[src/rtl/lsu_req_queue.sv]
// In-order LSU request buffer. Each entry carries a fwd_ok bit that is cleared by younger non-LSU writers to its rd.
// Optional zero-latency pass-through when empty: define LSU_REQ_QUEUE_BYPASS_EN.

package lsu_req_queue_pkg;

  typedef struct packed {
    logic [31:0] addr;
    logic [31:0] wdata;
    logic [4:0]  rd;
    logic        rf_we;
    logic [1:0]  data_type;
    logic        sign_ext;
    logic        is_cap;
    logic        cache_ok;
  } lsu_req_info_t;

  typedef struct packed {
    logic [1:0] valid;
    logic [4:0] rd0;
    logic [4:0] rd1;
  } waw_act_t;

  localparam lsu_req_info_t NULL_LSU_REQ_INFO = '0;

endpackage

module lsu_req_queue
  import lsu_req_queue_pkg::*;
#(
  parameter  int unsigned Depth = 4,
  localparam int unsigned CntW  = $clog2(Depth) + 1
) (
  input  logic            clk_i,
  input  logic            rst_ni,
  input  logic            flush_i,
  input  logic            us_valid_i,
  input  lsu_req_info_t   lsu_req_dec_i,
  output logic            lspl_rdy_o,
  output logic            lsu_req_o,
  output lsu_req_info_t   lsu_req_info_o,
  input  logic            lsu_req_done_i,
  input  waw_act_t        waw_act_i,
  output logic            fwd_ok_o,
  output logic [CntW-1:0] occupancy_o
);

  localparam int unsigned PtrW = $clog2(Depth);

  logic [PtrW-1:0] wr_ptr_q;
  logic [PtrW-1:0] rd_ptr_q;
  logic [CntW-1:0] count_q;
  logic [CntW-1:0] count_d;
  lsu_req_info_t   mem_q [Depth];
  logic [Depth-1:0] fwd_ok_q;
  logic [Depth-1:0] entry_vld;

  logic empty;
  logic full;
  logic enq;
  logic deq;
  logic enq_wr;
  logic deq_rd;
  logic byp_act;
  logic byp_consume;
  logic new_fwd_ok;

  function automatic logic waw_hit(input waw_act_t w, input logic [4:0] rd);
    return (w.valid[0] && (w.rd0 == rd)) || (w.valid[1] && (w.rd1 == rd));
  endfunction

  assign empty       = (count_q == '0);
  assign full        = (count_q == CntW'(Depth));
  assign lspl_rdy_o  = ~full;
  assign occupancy_o = count_q;
  assign enq         = us_valid_i & ~full;

`ifdef LSU_REQ_QUEUE_BYPASS_EN
  assign byp_act = empty & us_valid_i;
`else
  assign byp_act = 1'b0;
`endif

  assign lsu_req_o   = ~empty | byp_act;
  assign deq         = lsu_req_o & lsu_req_done_i;
  // A bypassed request retired in its arrival cycle never touches storage.
  assign byp_consume = byp_act & lsu_req_done_i;
  assign enq_wr      = enq & ~byp_consume;
  assign deq_rd      = deq & ~empty;
  assign new_fwd_ok  = lsu_req_dec_i.rf_we & (lsu_req_dec_i.rd != 5'd0);

  always_comb begin
    lsu_req_info_o = NULL_LSU_REQ_INFO;
    fwd_ok_o       = 1'b0;
    if (!empty) begin
      lsu_req_info_o = mem_q[rd_ptr_q];
      fwd_ok_o       = fwd_ok_q[rd_ptr_q];
    end else if (byp_act) begin
      lsu_req_info_o = lsu_req_dec_i;
      fwd_ok_o       = new_fwd_ok & ~waw_hit(waw_act_i, lsu_req_dec_i.rd);
    end
  end

  // Entry i is live when its distance from the head is below the count.
  always_comb begin
    for (int i = 0; i < Depth; i++) begin
      entry_vld[i] = CntW'(PtrW'(PtrW'(i) - rd_ptr_q)) < count_q;
    end
  end

  always_comb begin
    count_d = count_q;
    case ({enq_wr, deq_rd})
      2'b10:   count_d = count_q + CntW'(1);
      2'b01:   count_d = count_q - CntW'(1);
      default: count_d = count_q;
    endcase
  end

  always_ff @(posedge clk_i or negedge rst_ni) begin
    if (!rst_ni) begin
      wr_ptr_q <= '0;
      rd_ptr_q <= '0;
      count_q  <= '0;
      fwd_ok_q <= '0;
    end else if (flush_i) begin
      wr_ptr_q <= '0;
      rd_ptr_q <= '0;
      count_q  <= '0;
      fwd_ok_q <= '0;
    end else begin
      if (enq_wr) wr_ptr_q <= wr_ptr_q + PtrW'(1);
      if (deq_rd) rd_ptr_q <= rd_ptr_q + PtrW'(1);
      count_q <= count_d;
      for (int i = 0; i < Depth; i++) begin
        if (entry_vld[i] && waw_hit(waw_act_i, mem_q[i].rd)) fwd_ok_q[i] <= 1'b0;
      end
      // The incoming entry is younger than any same-cycle writer, so its bit wins.
      if (enq_wr) fwd_ok_q[wr_ptr_q] <= new_fwd_ok;
    end
  end

  always_ff @(posedge clk_i) begin
    if (enq_wr && !flush_i) mem_q[wr_ptr_q] <= lsu_req_dec_i;
  end

endmodule

[config.mk]
export PLATFORM = sky130hd
export DESIGN_NAME = lsu_req_queue
export DESIGN_NICKNAME = d
export VERILOG_FILES = /design/src/rtl/lsu_req_queue.sv
export SDC_FILE = /design/constraint.sdc
export NUM_CORES = 1
export LEC_CHECK = 0
export CAP_MARGIN = 0
export CORE_UTILIZATION = 50
export CTS_BUF_LIST = sky130_fd_sc_hd__clkbuf_8
export CTS_CLUSTER_DIAMETER = 30
export DETAILED_ROUTE_END_ITERATION = 12
export GPL_TIMING_DRIVEN = 1
export PLACE_DENSITY = 0.86
export SLEW_MARGIN = 40
export SYNTH_ARGS = -nofsm -noshare
export SYNTH_HDL_FRONTEND = slang
export SYNTH_SLANG_ARGS = --single-unit
[constraint.sdc]
create_clock -name clk_i -period 18.7 [get_ports clk_i]
set_input_delay 2.805 -clock clk_i [delete_from_list [all_inputs] [get_ports clk_i]]
set_output_delay 2.805 -clock clk_i [all_outputs]
set_load 0.02 [all_outputs]
==> results.py <==
metrics = {
    "cts": {
        "clock-sinks": 311,
        "cts_hold_buf": 0,
        "clockBufferDepth": 3,
        "cts_setup_buffers": 0,
        "numCtsBuffers": 56,
        "cts_root_buffer": "clkbuf_8",
        "clock_latency_ns": 0.56,
        "path_clk_slew_ns": 0.06,
        "post_cts_resized": 0,
        "cts_tree": "done",
        "h-tree-depth": 2,
    },
    "sta": {
        "finalClockSkew_ns": 0.0209,
        "final-max-slew-violation-count": 0,
        "setup_tns_ns": 0,
        "setup_violations": 0,
        "post-route-period-util": 0.334,
        "rsz0062_at_grt": "no",
        "maxClockFrequency_ghz": 0.160,
        "fin_crit_ns": 6.25,
        "max_slew_margin": 0.480,
        "worst_pin_slew_ns": 0.777,
        "finalHoldViolCount": 0,
    },
    "setup_path": {
        "cp_slowest_cell": "dfrtp_4",
        "cpPeakStageDelay_ns": 0.60,
        "cp_max_fo": 28,
        "end_kind": "output pin",
        "required_ns": 15.89,
        "critPathArrivalTime_ns": 3.45,
        "crit_path_frequent_cell": "buf_12",
        "critPathKind": "register to output pin",
        "cp-start-kind": "register",
        "crit_chain": "buf_12, buf_4, buf_12, mux4_2, and2_1, clkdlybuf4s50_1",
    },
    "power_and_ir_drop": {
        "cellPowerDensity_mw_per_mm2": 140,
        "p_switching_uw": 671,
        "pwr-share-comb": 0.327,
        "p_leak_nw": 5.18,
        "pwr-share-seq": 0.381,
        "intPower_mw": 1.55,
        "p_sw_frac": 0.302,
        "ir_drop_mv": 0.182,
        "clock_power_share": 0.291,
    },
    "synthesis": {
        "syn-cell-area_mm2": 0.0126,
        "synth_nets": 732,
        "synth_warnings": 0,
        "postSynthAreaPerCell_um2": 19.9,
        "ys_seq_area_frac": 0.738,
        "ys_ff_latch": 311,
        "syn_inst": 631,
        "synth_cell_types": 31,
    },
    "place": {
        "hpwl_mm": 14.8,
        "gp_congestion": 0.886,
        "port_buffers": 172,
        "place_area_mm2": 0.0147,
    },
    "grt": {
        "grtUsageTotal": 0.197,
        "antenna_found_initial": 0,
        "grt_pass1_wl_mm": 39.0,
        "grt_pass1_vias": 7110,
        "grt_max_degree": 79,
        "grt_overflow": 0,
    },
    "die": {
        "die_w_um": 161,
        "initial_core_util": 0.513,
        "rows": 57,
        "io_pins": 173,
        "core-area_mm2": 0.0245,
        "die-height_um": 161,
        "dieArea_mm2": 0.0258,
    },
    "routing": {
        "ant_nets": 0,
        "vias": 6554,
        "drc": 0,
        "finalWirelength_mm": 24.5,
        "drt_first_pass_iters": 5,
        "viasPerCell": 5.42,
        "wl_per_cell_um": 20.2,
        "drt_iter0_markers": 417,
    },
    "min_path": {
        "hp-class": "register to register",
    },
    "run": {
        "cap_violations": 0,
    },
    "finish": {
        "stdcell_area_mm2": 0.0159,
        "area_delta_synth_final_pct": 26.2,
        "final_core_util": 0.647,
        "antenna_cells": 0,
        "fill_cells": 1676,
        "fin_nets": 941,
        "drive_gt1_frac": 0.199,
    },
    "run_status": {
        "status": "complete, no violations",
    },
}
synthesized netlist by cell type:
| cell type | instances | area (µm²) |
|---|---|---|
| a21oi_1 | 10 | 50.1 |
| xnor2_1 | 13 | 114 |
| dfrtp_1 | 11 | 275 |
| edfxtp_1 | 300 | 9010 |
| nand2_1 | 12 | 45.0 |
| o22ai_1 | 2 | 12.5 |
| o31ai_1 | 1 | 7.51 |
| clkbuf_1 | 15 | 56.3 |
| a21o_1 | 1 | 7.51 |
| nand2b_1 | 1 | 6.26 |
| or4_1 | 1 | 7.51 |
| nand3b_1 | 4 | 30.0 |
| buf_8 | 1 | 15.0 |
| o21a_1 | 1 | 7.51 |
| or3_2 | 1 | 7.51 |
| ha_1 | 8 | 100 |
| mux4_2 | 76 | 1710 |
| inv_1 | 6 | 22.5 |
| xor2_1 | 33 | 289 |
| nor2_1 | 12 | 45.0 |
| buf_2 | 14 | 70.1 |
| nand3_1 | 13 | 65.1 |
| o21ai_1 | 2 | 10.0 |
| and2_2 | 1 | 7.51 |
| buf_6 | 2 | 22.5 |
| nor3b_1 | 3 | 22.5 |
| nor4_1 | 8 | 50.1 |
| or3b_1 | 1 | 8.76 |
| mux2i_1 | 1 | 10.0 |
| fa_1 | 1 | 20.0 |
| and2_1 | 76 | 475 |
flip-flops by register name, summed over array words and instances, names as in the netlist:
name	count
wr_ptr_q	2
fwd_ok_q	4
mem_q	300
rd_ptr_q	2
occupancy_o	3
worst max-delay path: cells and delay by family (launching register included):
| family | cells | cell delay (ns) |
|---|---|---|
| buffers and inverters | 4 | 1.52 |
| DFF | 1 | 0.60 |
| muxes | 1 | 0.53 |
| and+or+nand+nor | 1 | 0.18 |
metal layers:
| metal | part of all wire | vias up | track usage |
|---|---|---|---|
| li1 | - | 2928 | - |
| met1 | 0.40 | 3319 | 0.257 |
| met2 | 0.51 | 262 | 0.322 |
| met3 | 0.075 | 45 | 0.0550 |
| met4 | 0.019 | 0 | 0.0654 |
| met5 | 0 | - | 0 |
layout by cell type (no fill, tap or decap), drive strengths merged, types with 12 or more instances in the layout:
master | Yosys | final
nand2 | 12 | 12
nand3 | 13 | 13
mux4 | 76 | 76
and2 | 77 | 77
nor2 | 12 | 12
clkinv | 0 | 17
inv | 6 | 21
xor2 | 33 | 33
clkdlybuf4s50 | 0 | 172
edfxtp | 300 | 300
xnor2 | 13 | 13
clkbuf | 15 | 58
cell type report:
type / instances / area, µm² / area share
clock buffers: 58 / 798 / 0.0503
clock inverters: 46 / 383 / 0.0241
inverters: 6 / 22.5 / 0.00142
multi-input cells: 282 / 3140 / 0.198
flip-flops and latches: 311 / 9290 / 0.585
well taps: 324 / 405 / 0.0255
repair buffers: 183 / 1840 / 0.116
cells by family (layout without fill, tap and decap cells):
kind of cell	count (synthesis)	after routing	synth area share
xor gates and xnor gates	46	46	0.0320
and+or+nand+nor	133	133	0.0613
buffers and inverters	38	293	0.0148
AOI/OAI and AO/OA	17	17	0.00756
DFF	311	311	0.738
adders and majority gates	9	9	0.00955
muxes	77	77	0.137
power groups by stage:
| stage | Combinational, mW | Sequential, mW | Clock, mW |
|---|---|---|---|
| 6_report | 0.728 | 0.847 | 0.648 |
| 3_3_place_gp | 0.705 | 0.873 | 0 |
| 3_5_place_dp | 0.717 | 0.876 | 0 |
| 2_1_floorplan | 0.436 | 0.853 | 0 |
| 4_1_cts | 0.722 | 0.862 | 0.661 |
| 5_1_grt | 0.780 | 0.853 | 0.692 |
worst paths after layout:
kind,startpoint,endpoint,slack [ns],cells past startpoint
worst max-delay path,rd_ptr_q[0],lsu_req_info_o[20],12.45,6
worst min-delay path,fwd_ok_q[3],fwd_ok_q[3],0.57,2
worst max register to register,occupancy_o[0],mem_q[3][20],15.95,5
worst min register to register,fwd_ok_q[3],fwd_ok_q[3],0.57,2
max in group asynchronous,rst_ni,rd_ptr_q[0],15.67,1
min in group asynchronous,rst_ni,rd_ptr_q[1],2.61,1
stage by stage:
step | hold WS, ns | instances | setup WS (ns) | total power, mW
final | 0.574 | 1210 | 12.45 | 2.22
after global routing | 0.573 | 1210 | 12.20 | 2.33
after CTS | 0.568 | 1209 | 12.16 | 2.24
after detailed placement | 0.562 | 1105 | 12.78 | 1.59
after global placement | 0.542 | 1104 | 12.70 | 1.58
after floorplan | 0.519 | 631 | 9.72 | 1.29
(Power assumes the default switching activity.)
